[config.mk]
export PLATFORM = sky130hd
export DESIGN_NAME = laser_sweep_obstacle_flat
export DESIGN_NICKNAME = d
export VERILOG_FILES = /design/src/rtl/laser_sweep_obstacle_pkg.sv /design/src/rtl/laser_sweep_obstacle_if.sv /design/src/rtl/laser_sweep_obstacle_timer.sv /design/src/rtl/laser_sweep_obstacle.sv /design/src/flat_wrapper.sv
export SDC_FILE = /design/constraint.sdc
export NUM_CORES = 1
export LEC_CHECK = 0
export CORE_ASPECT_RATIO = 0.8
export CORE_MARGIN = 8
export CORE_UTILIZATION = 51
export DETAILED_ROUTE_END_ITERATION = 16
export MAX_ROUTING_LAYER = met4
export PLACE_DENSITY = 0.84
export SLEW_MARGIN = 20
export SYNTH_ARGS = -nofsm -noshare
export SYNTH_HDL_FRONTEND = slang
export SYNTH_SLANG_ARGS = --single-unit
[constraint.sdc]
create_clock -name pclk -period 3.65 [get_ports pclk]
set_input_delay 0.365 -clock pclk [delete_from_list [all_inputs] [get_ports pclk]]
set_output_delay 0.365 -clock pclk [all_outputs]
set_load 0.01 [all_outputs]
[src/rtl/laser_sweep_obstacle_pkg.sv]
// Shared types and constants for the laser sweep obstacle.
//   state_e  : sweep FSM encoding (IDLE / GROW / HOLD)
//   color_t  : 12-bit RGB pixel colour
//   LASER_TOP_DEF / LASER_BOTTOM_DEF : default vertical laser extent on screen
//   laser_base() : left core column of a given laser index
package obstacle_pkg;

    typedef enum logic [1:0] {
        IDLE = 2'd0,
        GROW = 2'd1,
        HOLD = 2'd2
    } state_e;

    typedef logic [11:0] color_t;

    localparam int LASER_TOP_DEF    = 317;
    localparam int LASER_BOTTOM_DEF = 617;

    // base_i = first_x + i*spacing, truncated to screen coordinate width
    function automatic logic [11:0] laser_base(input int first_x, input int spacing,
                                               input logic [2:0] idx);
        return 12'(first_x + int'(idx) * spacing);
    endfunction

endpackage

[src/rtl/laser_sweep_obstacle_if.sv]
// Pixel/control bundle between the video pipeline and the laser sweep block.
//   master : drives pixel position/colour and start/abort, observes results
//   slave  : the laser sweep block itself
interface laser_sweep_obstacle_if;
    import obstacle_pkg::*;

    logic [11:0] hcount_in;
    logic [11:0] vcount_in;
    color_t      rgb_in;
    logic        start;
    logic        abort;
    color_t      rgb_out;
    logic [11:0] obstacle_x;
    logic [11:0] obstacle_y;
    logic [2:0]  laser_idx;
    logic        working;
    logic        done;

    modport master (
        output hcount_in, vcount_in, rgb_in, start, abort,
        input  rgb_out, obstacle_x, obstacle_y, laser_idx, working, done
    );

    modport slave (
        input  hcount_in, vcount_in, rgb_in, start, abort,
        output rgb_out, obstacle_x, obstacle_y, laser_idx, working, done
    );

endinterface

[src/rtl/laser_sweep_obstacle_timer.sv]
// laser_phase_timer: grow/hold tick counters and the laser half-width.
//   pclk, rst     : pixel clock, async active-high reset
//   clr_i         : zero counters and half-width (idle, step change, abort)
//   grow_i/hold_i : FSM is in GROW / HOLD
//   hw_o          : current half-width growth
//   grow_done_o   : last grow tick of the final pixel step (hw about to hit MAX_HW)
//   step_done_o   : last hold tick of the current step
module laser_phase_timer #(
    parameter int GROW_TICKS = 3200000,
    parameter int HOLD_TICKS = 32000000,
    parameter int MAX_HW     = 30,
    parameter int HW_W       = $clog2(MAX_HW + 1)
) (
    input  logic            pclk,
    input  logic            rst,
    input  logic            clr_i,
    input  logic            grow_i,
    input  logic            hold_i,
    output logic [HW_W-1:0] hw_o,
    output logic            grow_done_o,
    output logic            step_done_o
);

    localparam int GW = (GROW_TICKS > 1) ? $clog2(GROW_TICKS) : 1;
    localparam int HDW = (HOLD_TICKS > 1) ? $clog2(HOLD_TICKS) : 1;

    logic [GW-1:0]   grow_cnt_q, grow_cnt_d;
    logic [HDW-1:0]  hold_cnt_q, hold_cnt_d;
    logic [HW_W-1:0] hw_q, hw_d;
    logic            grow_last, hold_last;

    assign grow_last   = (grow_cnt_q == GW'(GROW_TICKS - 1));
    assign hold_last   = (hold_cnt_q == HDW'(HOLD_TICKS - 1));
    assign grow_done_o = grow_i && grow_last && (hw_q == HW_W'(MAX_HW - 1));
    assign step_done_o = hold_i && hold_last;
    assign hw_o        = hw_q;

    // hw stops at MAX_HW because the FSM leaves GROW on that same tick,
    // so neither counter nor hw can wrap.
    always_comb begin
        grow_cnt_d = grow_cnt_q;
        hold_cnt_d = hold_cnt_q;
        hw_d       = hw_q;
        if (clr_i) begin
            grow_cnt_d = '0;
            hold_cnt_d = '0;
            hw_d       = '0;
        end else if (grow_i) begin
            if (grow_last) begin
                grow_cnt_d = '0;
                hw_d       = hw_q + HW_W'(1);
            end else begin
                grow_cnt_d = grow_cnt_q + GW'(1);
            end
        end else if (hold_i) begin
            hold_cnt_d = hold_last ? '0 : hold_cnt_q + HDW'(1);
        end
    end

    always_ff @(posedge pclk or posedge rst) begin
        if (rst) begin
            grow_cnt_q <= '0;
            hold_cnt_q <= '0;
            hw_q       <= '0;
        end else begin
            grow_cnt_q <= grow_cnt_d;
            hold_cnt_q <= hold_cnt_d;
            hw_q       <= hw_d;
        end
    end

endmodule

[src/rtl/laser_sweep_obstacle.sv]
// laser_sweep_obstacle: sweeps a row of vertical laser columns that grow,
// hold and advance, overlaying them on the pixel stream and reporting the
// coordinates of every laser pixel as an obstacle.
//   pclk, rst : pixel clock, async active-high reset
//   bus       : slave side of laser_sweep_obstacle_if
//               in : hcount_in, vcount_in, rgb_in, start (pulse), abort (level)
//               out: rgb_out, obstacle_x/y (1-cycle latency), laser_idx,
//                    working, done (1-cycle pulse)
module laser_sweep_obstacle import obstacle_pkg::*; #(
    parameter int     N_LASERS     = 3,
    parameter int     FIRST_X      = 411,
    parameter int     SPACING      = 100,
    parameter int     LASER_TOP    = LASER_TOP_DEF,
    parameter int     LASER_BOTTOM = LASER_BOTTOM_DEF,
    parameter int     MAX_HW       = 30,
    parameter int     GROW_TICKS   = 3200000,
    parameter int     HOLD_TICKS   = 32000000,
    parameter int     BOUNCE       = 1,
    parameter color_t COLOR        = 12'hfff
) (
    input logic                  pclk,
    input logic                  rst,
    laser_sweep_obstacle_if.slave bus
);

    localparam int NSTEPS = (BOUNCE != 0) ? 2 * N_LASERS : N_LASERS;
    localparam int SW     = (NSTEPS > 1) ? $clog2(NSTEPS) : 1;
    localparam int HW_W   = $clog2(MAX_HW + 1);

    if (N_LASERS < 1 || N_LASERS > 8) begin : g_bad_n
        $error("laser_sweep_obstacle: N_LASERS must be 1..8");
    end
    if (FIRST_X <= MAX_HW) begin : g_bad_left
        $error("laser_sweep_obstacle: FIRST_X must exceed MAX_HW");
    end
    if (FIRST_X + (N_LASERS - 1) * SPACING + 1 + MAX_HW >= 4096) begin : g_bad_right
        $error("laser_sweep_obstacle: rightmost laser exceeds 12-bit range");
    end
    if (MAX_HW < 1 || GROW_TICKS < 1 || HOLD_TICKS < 1) begin : g_bad_time
        $error("laser_sweep_obstacle: MAX_HW, GROW_TICKS, HOLD_TICKS must be >= 1");
    end

    state_e          state_q;
    logic [SW-1:0]   step_q;
    logic [SW-1:0]   step_nxt;
    logic [2:0]      idx_q;
    logic            working_q;
    logic            done_q;
    color_t          rgb_q;
    logic [11:0]     ox_q, oy_q;

    logic [HW_W-1:0] hw;
    logic            grow_done, step_done, tmr_clr;

    // Forward steps map straight to lasers; reverse steps mirror, so the
    // last laser is visited twice in a row when bouncing.
    function automatic logic [2:0] step_laser(input logic [SW-1:0] s);
        if (int'(s) < N_LASERS) return 3'(s);
        return 3'(2 * N_LASERS - 1 - int'(s));
    endfunction

    assign step_nxt = step_q + SW'(1);
    assign tmr_clr  = (state_q == IDLE) || step_done || bus.abort;

    laser_phase_timer #(
        .GROW_TICKS (GROW_TICKS),
        .HOLD_TICKS (HOLD_TICKS),
        .MAX_HW     (MAX_HW),
        .HW_W       (HW_W)
    ) u_timer (
        .pclk        (pclk),
        .rst         (rst),
        .clr_i       (tmr_clr),
        .grow_i      (state_q == GROW),
        .hold_i      (state_q == HOLD),
        .hw_o        (hw),
        .grow_done_o (grow_done),
        .step_done_o (step_done)
    );

    always_ff @(posedge pclk or posedge rst) begin
        if (rst) begin
            state_q   <= IDLE;
            step_q    <= '0;
            idx_q     <= '0;
            working_q <= 1'b0;
            done_q    <= 1'b0;
        end else begin
            done_q <= 1'b0;
            case (state_q)
                IDLE: begin
                    if (bus.start && !bus.abort) begin
                        state_q   <= GROW;
                        step_q    <= '0;
                        idx_q     <= '0;
                        working_q <= 1'b1;
                    end
                end
                GROW: begin
                    if (bus.abort) begin
                        state_q   <= IDLE;
                        step_q    <= '0;
                        idx_q     <= '0;
                        working_q <= 1'b0;
                    end else if (grow_done) begin
                        state_q <= HOLD;
                    end
                end
                HOLD: begin
                    if (bus.abort) begin
                        state_q   <= IDLE;
                        step_q    <= '0;
                        idx_q     <= '0;
                        working_q <= 1'b0;
                    end else if (step_done) begin
                        if (step_q == SW'(NSTEPS - 1)) begin
                            state_q   <= IDLE;
                            step_q    <= '0;
                            idx_q     <= '0;
                            working_q <= 1'b0;
                            done_q    <= 1'b1;
                        end else begin
                            state_q <= GROW;
                            step_q  <= step_nxt;
                            idx_q   <= step_laser(step_nxt);
                        end
                    end
                end
                default: begin
                    state_q   <= IDLE;
                    step_q    <= '0;
                    idx_q     <= '0;
                    working_q <= 1'b0;
                end
            endcase
        end
    end

    // Hit test against the laser as it stands this cycle; base-hw cannot
    // underflow and base+1+hw cannot overflow given the elaboration checks.
    logic [11:0] base, lo, hi;
    logic        in_laser;

    always_comb begin
        base     = laser_base(FIRST_X, SPACING, idx_q);
        lo       = base - 12'(hw);
        hi       = base + 12'd1 + 12'(hw);
        in_laser = working_q
                && (bus.hcount_in >= lo) && (bus.hcount_in <= hi)
                && (bus.vcount_in >= 12'(LASER_TOP))
                && (bus.vcount_in <= 12'(LASER_BOTTOM));
    end

    always_ff @(posedge pclk or posedge rst) begin
        if (rst) begin
            rgb_q <= '0;
            ox_q  <= '0;
            oy_q  <= '0;
        end else if (in_laser) begin
            rgb_q <= COLOR;
            ox_q  <= bus.hcount_in;
            oy_q  <= bus.vcount_in;
        end else begin
            rgb_q <= bus.rgb_in;
            ox_q  <= '0;
            oy_q  <= '0;
        end
    end

    assign bus.rgb_out    = rgb_q;
    assign bus.obstacle_x = ox_q;
    assign bus.obstacle_y = oy_q;
    assign bus.laser_idx  = idx_q;
    assign bus.working    = working_q;
    assign bus.done       = done_q;

endmodule

[src/flat_wrapper.sv]
// flat-port wrapper written by rule: the top's interface ports become plain ports
module laser_sweep_obstacle_flat import obstacle_pkg::*;
#(
    parameter int     N_LASERS     = 3,
    parameter int     FIRST_X      = 411,
    parameter int     SPACING      = 100,
    parameter int     LASER_TOP    = LASER_TOP_DEF,
    parameter int     LASER_BOTTOM = LASER_BOTTOM_DEF,
    parameter int     MAX_HW       = 30,
    parameter int     GROW_TICKS   = 3200000,
    parameter int     HOLD_TICKS   = 32000000,
    parameter int     BOUNCE       = 1,
    parameter color_t COLOR        = 12'hfff
)
  (pclk, rst, bus_hcount_in, bus_vcount_in, bus_rgb_in, bus_start, bus_abort, bus_rgb_out, bus_obstacle_x, bus_obstacle_y, bus_laser_idx, bus_working, bus_done);
  laser_sweep_obstacle_if bus_i ();
  input logic pclk;
  input logic rst;
  input wire logic [$bits(bus_i.hcount_in)-1:0] bus_hcount_in;
  input wire logic [$bits(bus_i.vcount_in)-1:0] bus_vcount_in;
  input wire logic [$bits(bus_i.rgb_in)-1:0] bus_rgb_in;
  input wire logic [$bits(bus_i.start)-1:0] bus_start;
  input wire logic [$bits(bus_i.abort)-1:0] bus_abort;
  output wire logic [$bits(bus_i.rgb_out)-1:0] bus_rgb_out;
  output wire logic [$bits(bus_i.obstacle_x)-1:0] bus_obstacle_x;
  output wire logic [$bits(bus_i.obstacle_y)-1:0] bus_obstacle_y;
  output wire logic [$bits(bus_i.laser_idx)-1:0] bus_laser_idx;
  output wire logic [$bits(bus_i.working)-1:0] bus_working;
  output wire logic [$bits(bus_i.done)-1:0] bus_done;
  assign bus_i.hcount_in = bus_hcount_in;
  assign bus_i.vcount_in = bus_vcount_in;
  assign bus_i.rgb_in = bus_rgb_in;
  assign bus_i.start = bus_start;
  assign bus_i.abort = bus_abort;
  assign bus_rgb_out = bus_i.rgb_out;
  assign bus_obstacle_x = bus_i.obstacle_x;
  assign bus_obstacle_y = bus_i.obstacle_y;
  assign bus_laser_idx = bus_i.laser_idx;
  assign bus_working = bus_i.working;
  assign bus_done = bus_i.done;
  laser_sweep_obstacle #(.N_LASERS(N_LASERS), .FIRST_X(FIRST_X), .SPACING(SPACING), .LASER_TOP(LASER_TOP), .LASER_BOTTOM(LASER_BOTTOM), .MAX_HW(MAX_HW), .GROW_TICKS(GROW_TICKS), .HOLD_TICKS(HOLD_TICKS), .BOUNCE(BOUNCE), .COLOR(COLOR)) u_core (.pclk(pclk), .rst(rst), .bus(bus_i));
endmodule
## Word level (Yosys, flattened, before mapping)

Index checks and enable logic that the tools add are counted.

| word-level totals | value |
|---|---|
| logic and storage cells | 105 |
| flip-flop bits (word level) | 98 |

| operators by class | value |
|---|---|
| muxes and demuxes | 47 |
| eq/ne operators | 12 |
| reduce and logical (&&, ||, !) cells | 20 |
| multiply operators | 1 |
| add/sub/neg operators | 9 |
| $lt $le $gt $ge | 5 |

Operators with widths:

| operator | number |
|---|---|
| $mux W25 | 4 |
| $mux W22 | 3 |
| $mux W12 | 3 |
| $mux W3 | 10 |
| $add A25 B1 Y25 const B | 1 |
| $eq A25 B25 Y1 const B | 1 |
| $add A22 B1 Y22 const B | 1 |
| $eq A22 B22 Y1 const B | 1 |
| $pmux W3 S3 | 2 |
| $mux W1 | 15 |
| $mux W5 | 3 |
| $add A10 B12 Y12 const A | 1 |
| $add A12 B1 Y12 const B | 1 |
| $add A12 B5 Y12 | 1 |
| $ge A12 B12 Y1 | 1 |
| $ge A12 B9 Y1 const B | 1 |
| $le A12 B10 Y1 const B | 1 |
| $le A12 B12 Y1 | 1 |
| $sub A12 B5 Y12 | 1 |
| $mux W2 | 5 |
| $ne A3 B2 Y1 const B | 3 |
| $logic_and A1 B1 Y1 | 8 |
| $mul A3 B5 Y8 const B | 1 |
| $pmux W2 S3 | 1 |
| 18 further kinds | 24 |

## Longest topological paths before layout

| depth | value |
|---|---|
| depth in word-level cells | 12 |
| depth in mapped cells | 15 |
| mapped depth without buffers | 14 |

## Modules after synthesis

From an unflattened synthesis, not the netlist that was laid out.

| second synthesis, totals | value |
|---|---|
| cell total of the unflattened synthesis | 621 |
| area, all modules | 6017.0 um^2 |

By module, submodules not included:

| module | cells an instance | times used | sequential area each (um^2) | area an instance (um^2) |
|---|---|---|---|---|
| laser_phase_timer | 343 | 1 | 1301.2 | 3030.4 |
| laser_sweep_obstacle | 278 | 1 | 1126.1 | 2986.6 |

## Worst setup path after synthesis

OpenSTA, ideal clock, no wires.

| timing path | value |
|---|---|
| kind | flip-flop to flip-flop |
| start point | register u_core.idx_q[1] (netlist: u_core.bus.laser_idx[1]) |
| end point | register u_core.ox_q[10] (netlist: u_core.bus.obstacle_x[10]) |
| slack | -0.204 ns |
| data arrival time | 3.729 ns |
| path buffers | 1 |
| stages on the path, launching flop included | 14 |
| path through | dfrtp_1 inv_1 ha_1 ha_1 xnor2_1 o2111a_1 nand2_1 o22a_1 ha_1 nand4_1 or2_1 or3_1 clkbuf_1 a2111oi_0 |

| on the way | value |
|---|---|
| longest elaborated chain between the ends | 9 |

Ends and longest elaborated chain:

| what | line | source |
|---|---|---|
| start, declared | laser_sweep_obstacle.sv:46 | `logic [2:0] idx_q;` |
| start signal, assigned | laser_sweep_obstacle.sv:125 | `idx_q <= step_laser(step_nxt);` |
| $mul A3 B5 Y8 * | laser_sweep_obstacle_pkg.sv:22 | `return 12'(first_x + int'(idx) * spacing);` |
| $add A10 B12 Y12 * | laser_sweep_obstacle_pkg.sv:22 |  |
| $add A12 B1 Y12 / $sub A12 B5 Y12 (equally long branches) | laser_sweep_obstacle.sv:147, laser_sweep_obstacle.sv:146 |  |
| $add A12 B5 Y12 / $ge A12 B12 Y1 (equally long branches) | laser_sweep_obstacle.sv:147, laser_sweep_obstacle.sv:149 |  |
| $le A12 B12 Y1 / $logic_and A1 B1 Y1 (equally long branches) | laser_sweep_obstacle.sv:149 | `&& (bus.hcount_in >= lo) && (bus.hcount_in <= hi)` |
| $logic_and A1 B1 Y1 * | laser_sweep_obstacle.sv:149 |  |
| $logic_and A1 B1 Y1 * | laser_sweep_obstacle.sv:150 | `&& (bus.vcount_in >= 12'(LASER_TOP))` |
| $logic_and A1 B1 Y1 * | laser_sweep_obstacle.sv:151 | `&& (bus.vcount_in <= 12'(LASER_BOTTOM));` |
| $mux W12 * | laser_sweep_obstacle.sv:159 | `end else if (in_laser) begin` |
| end signal, assigned | laser_sweep_obstacle.sv:161 | `ox_q <= bus.hcount_in;` |
| end, declared | laser_sweep_obstacle.sv:50 | `logic [11:0] ox_q, oy_q;` |

Mark *: on every way between the ends. The rest lies on a longest branch, timed or not.
A chain may end at the register's enable or synchronous reset.

## Worst setup path in the final report

| timing path | value |
|---|---|
| start point | register u_core.idx_q[1] (netlist: u_core.bus.laser_idx[1]) |
| end point | register u_core.ox_q[7] (netlist: u_core.bus.obstacle_x[7]) |

The elaborated chain is that of the path after synthesis.

==> metrics.cfg <==
[die]
start_util = 0.514
io-pin-count = 81
core_sq_um = 11900
rows = 36
die_w_um = 139
die-area_sq_um = 15800
die_h_um = 114

[placed_design]
gp_congestion = 0.852
place_ws_ns = -0.187
port_buffers = 80
dpl.hpwl_um = 11500

[power_and_ir_drop]
p_leak_uw = 0.00330
total_power_uw = 2800
vdd_drop_max_v = 0.000307
cellPowerDensity_nw_per_um2 = 344

[status]
status = finished with violations
violations = setup timing

[sta]
hold_viol_final = 0
slew_viol_final = 0
finalSetupViolations = 3
period_minus_slack_ns = 3.73
slew_headroom = 0.431
min_period_over_period = 1.02
fin_ws_ns = -0.0756
rsz0062_at_grt = true
maxClockFrequency_mhz = 268
clock-skew-final_ns = 0.00598
worst_pin_slew_ns = 0.847

[worst_setup_path]
r2r-start = u_core.bus.laser_idx[1]
crit_slowest_cell = or4b_4
cp-end-kind = register
arrival_ns = 3.93
path_max_fanout = 6
critical_path.max_stage_delay_ns = 0.57
path_buf_inv = 5
regToRegEndpoint = u_core.bus.obstacle_x[7]
path_cells = inv_2 -> buf_6 -> ha_4 -> xor2_1 -> or4b_4 -> nor3_4 -> xor2_1 -> ha_1 -> buf_4 -> and4_1 -> nor4b_4 -> a21oi_4 -> buf_12 -> buf_8 -> a2111oi_1
crit_path_start = u_core.bus.laser_idx[1]
cp.required_ns = 3.85
crit_type = reg -> reg
crit_family = simple AND/OR/NAND/NOR gates
reg2regPathDepth = 15
start_kind = register
reg2reg_slack_ns = -0.08
path_common_cell = xor2_1

[drt]
drc = 0
wl_per_cell_um = 19.7
dr_total_vias = 5942
totalWireLength_um = 18200
dr.pass1.iters = 5
vias_per_cell = 6.44
ant_nets = 0
drtIter0Drc = 468

[global_routing]
antenna_found_initial = 1
grt_pass1_wl_um = 26600
grt_max_degree = 47
grt_usage = 0.205
grt.overflow.total = 0
grt_pass1_vias = 5487

[layout]
final_nets = 850
syn_to_final_growth_pct = 33.0
drive_above_1_share = 0.161
mostFrequentLayoutCell = dfrtp_1
fin_util = 0.683
layout_common_cells = dfrtp_1 (95), clkdlybuf4s50_1 (80), nor2_1 (59), ha_1 (36), nand2_1 (34)

[yosys]
synth_edf_count = 0
ys.flop_type = dfrtp_1
ys_seq_elements = 97
yosysSeqAreaShare = 0.396
ys_types = 71
yosysWarnings = 0
syn_inst = 654
netlist_area_sq_um = 6130
async_flop_share = 1.00
synth_top_area_cell = dfrtp_1
synth_top_area_share = 0.396
synth_area_leaders = dfrtp_1 (40%), ha_1 (9.0%), a211oi_1 (4.5%), nor2_1 (3.6%), xnor2_1 (3.1%)
syn_area_per_cell_sq_um = 9.38

[clocking]
clkSinkCount = 97
cts.clk_slew.worst_paths_ns = 0.07
cts_tree = built
clk_path_buf_depth = 2
cts_hold_buf = 0
h-tree-depth = 3
clk_latency_ns = 0.35
numCtsBuffers = 9
clock-root-buffer = clkbuf_16

[hold_path]
hold_class = in -> async

[run]
cap_viol_max_count = 0

-- layer usage --
| metal | track usage | vias to the layer above | part of all wire |
|---|---|---|---|
| met5 | - | - | 0 |
| met4 | 0.0550 | 0 | 0.026 |
| met3 | 0.0448 | 49 | 0.080 |
| met2 | 0.335 | 320 | 0.47 |
| met1 | 0.254 | 2912 | 0.43 |
| li1 | - | 2661 | - |
-- power breakdown --
group	internal [uW]	total [uW]	leakage [uW]	switching, uW
Clock	630	1060	0.000163	429
Sequential	1110	1160	0.00133	43.5
Combinational	239	588	0.00181	349
Total	1980	2800	0.00330	822
-- worst max-delay path by stage --
stage                                      to  slack (ns)  cells after the start
floorplan           u_core.bus.obstacle_x[10]       0.001                     13
CTS                  u_core.bus.obstacle_y[9]      -0.007                     13
global route         u_core.bus.obstacle_x[7]       -0.26                     17
finish               u_core.bus.obstacle_x[7]       -0.08                     15
detailed placement   u_core.bus.obstacle_y[9]       -0.19                     12
global placement     u_core.bus.obstacle_y[7]        0.01                     12
-- final cells by class --
class | instances | area, sq um
Fill cell | 795 | 3780
Inverter | 32 | 121
Antenna cell | 1 | 2.50
Clock buffer | 10 | 239
Sequential cell | 97 | 2430
Multi-Input combinational cell | 501 | 3870
Tap cell | 152 | 190
Timing Repair Buffer | 123 | 1210
Clock inverter | 6 | 98.8
-- flip-flops by register name, indices dropped and copies added (netlist names) --
signal                     cells
u_core.bus.done                1
u_core.bus.laser_idx           3
u_core.bus.obstacle_x         12
u_core.bus.obstacle_y         12
u_core.bus.rgb_out            12
u_core.bus.working             1
u_core.state_q                 2
u_core.step_q                  2
u_core.u_timer.grow_cnt_q     22
u_core.u_timer.hold_cnt_q     25
u_core.u_timer.hw_o            5
-- synthesized netlist by cell type (all sizes together), types with 6 or more instances --
cell / count
or3: 6
nand4: 20
buf: 6
nor3: 16
ha: 44
nand2: 34
nor2: 59
and4: 8
a21o: 9
nand3: 32
and3: 7
a21oi: 36
o21ai: 23
xor2: 17
a211oi: 37
dfrtp: 97
nor4: 6
o21bai: 6
nor2b: 8
xnor2: 22
clkbuf: 23
a2111oi: 10
or4: 13
o31ai: 11
inv: 32
-- cells by family after synthesis --
logic type,after synthesis,synth area share
compound gates,164,0.186
simple gates,238,0.213
buf+inv,61,0.0400
fa+ha+maj,46,0.0963
other cells,2,0.00122
flops,97,0.396
mux,7,0.0124
xor+xnor,39,0.0557
-- per-stage QoR --
stage | hold WS [ns] | cell area [sq um] | cells | TNS [ns]
3_5_place_dp | 0.524 | 7300 | 894 | -2.94
6_report | 0.507 | 8160 | 922 | -0.136
5_1_grt | 0.582 | 8160 | 922 | -2.24
4_1_cts | 0.537 | 7710 | 910 | -0.00676
3_3_place_gp | 0.509 | 7300 | 894 | 0
2_1_floorplan | 0.485 | 6170 | 656 | 0
-- repair_timing --
action / 4_1_cts / 5_1_grt
gates cloned: 0 / 7
endpoints found under the hold margin: 0 / 0
pin swaps: 0 / 5
buffers inserted: 0 / 4
setup endpoints to repair: 34 / 34
resized for setup: 14 / 65
Note: power is estimated with default switching activity, not from simulation.
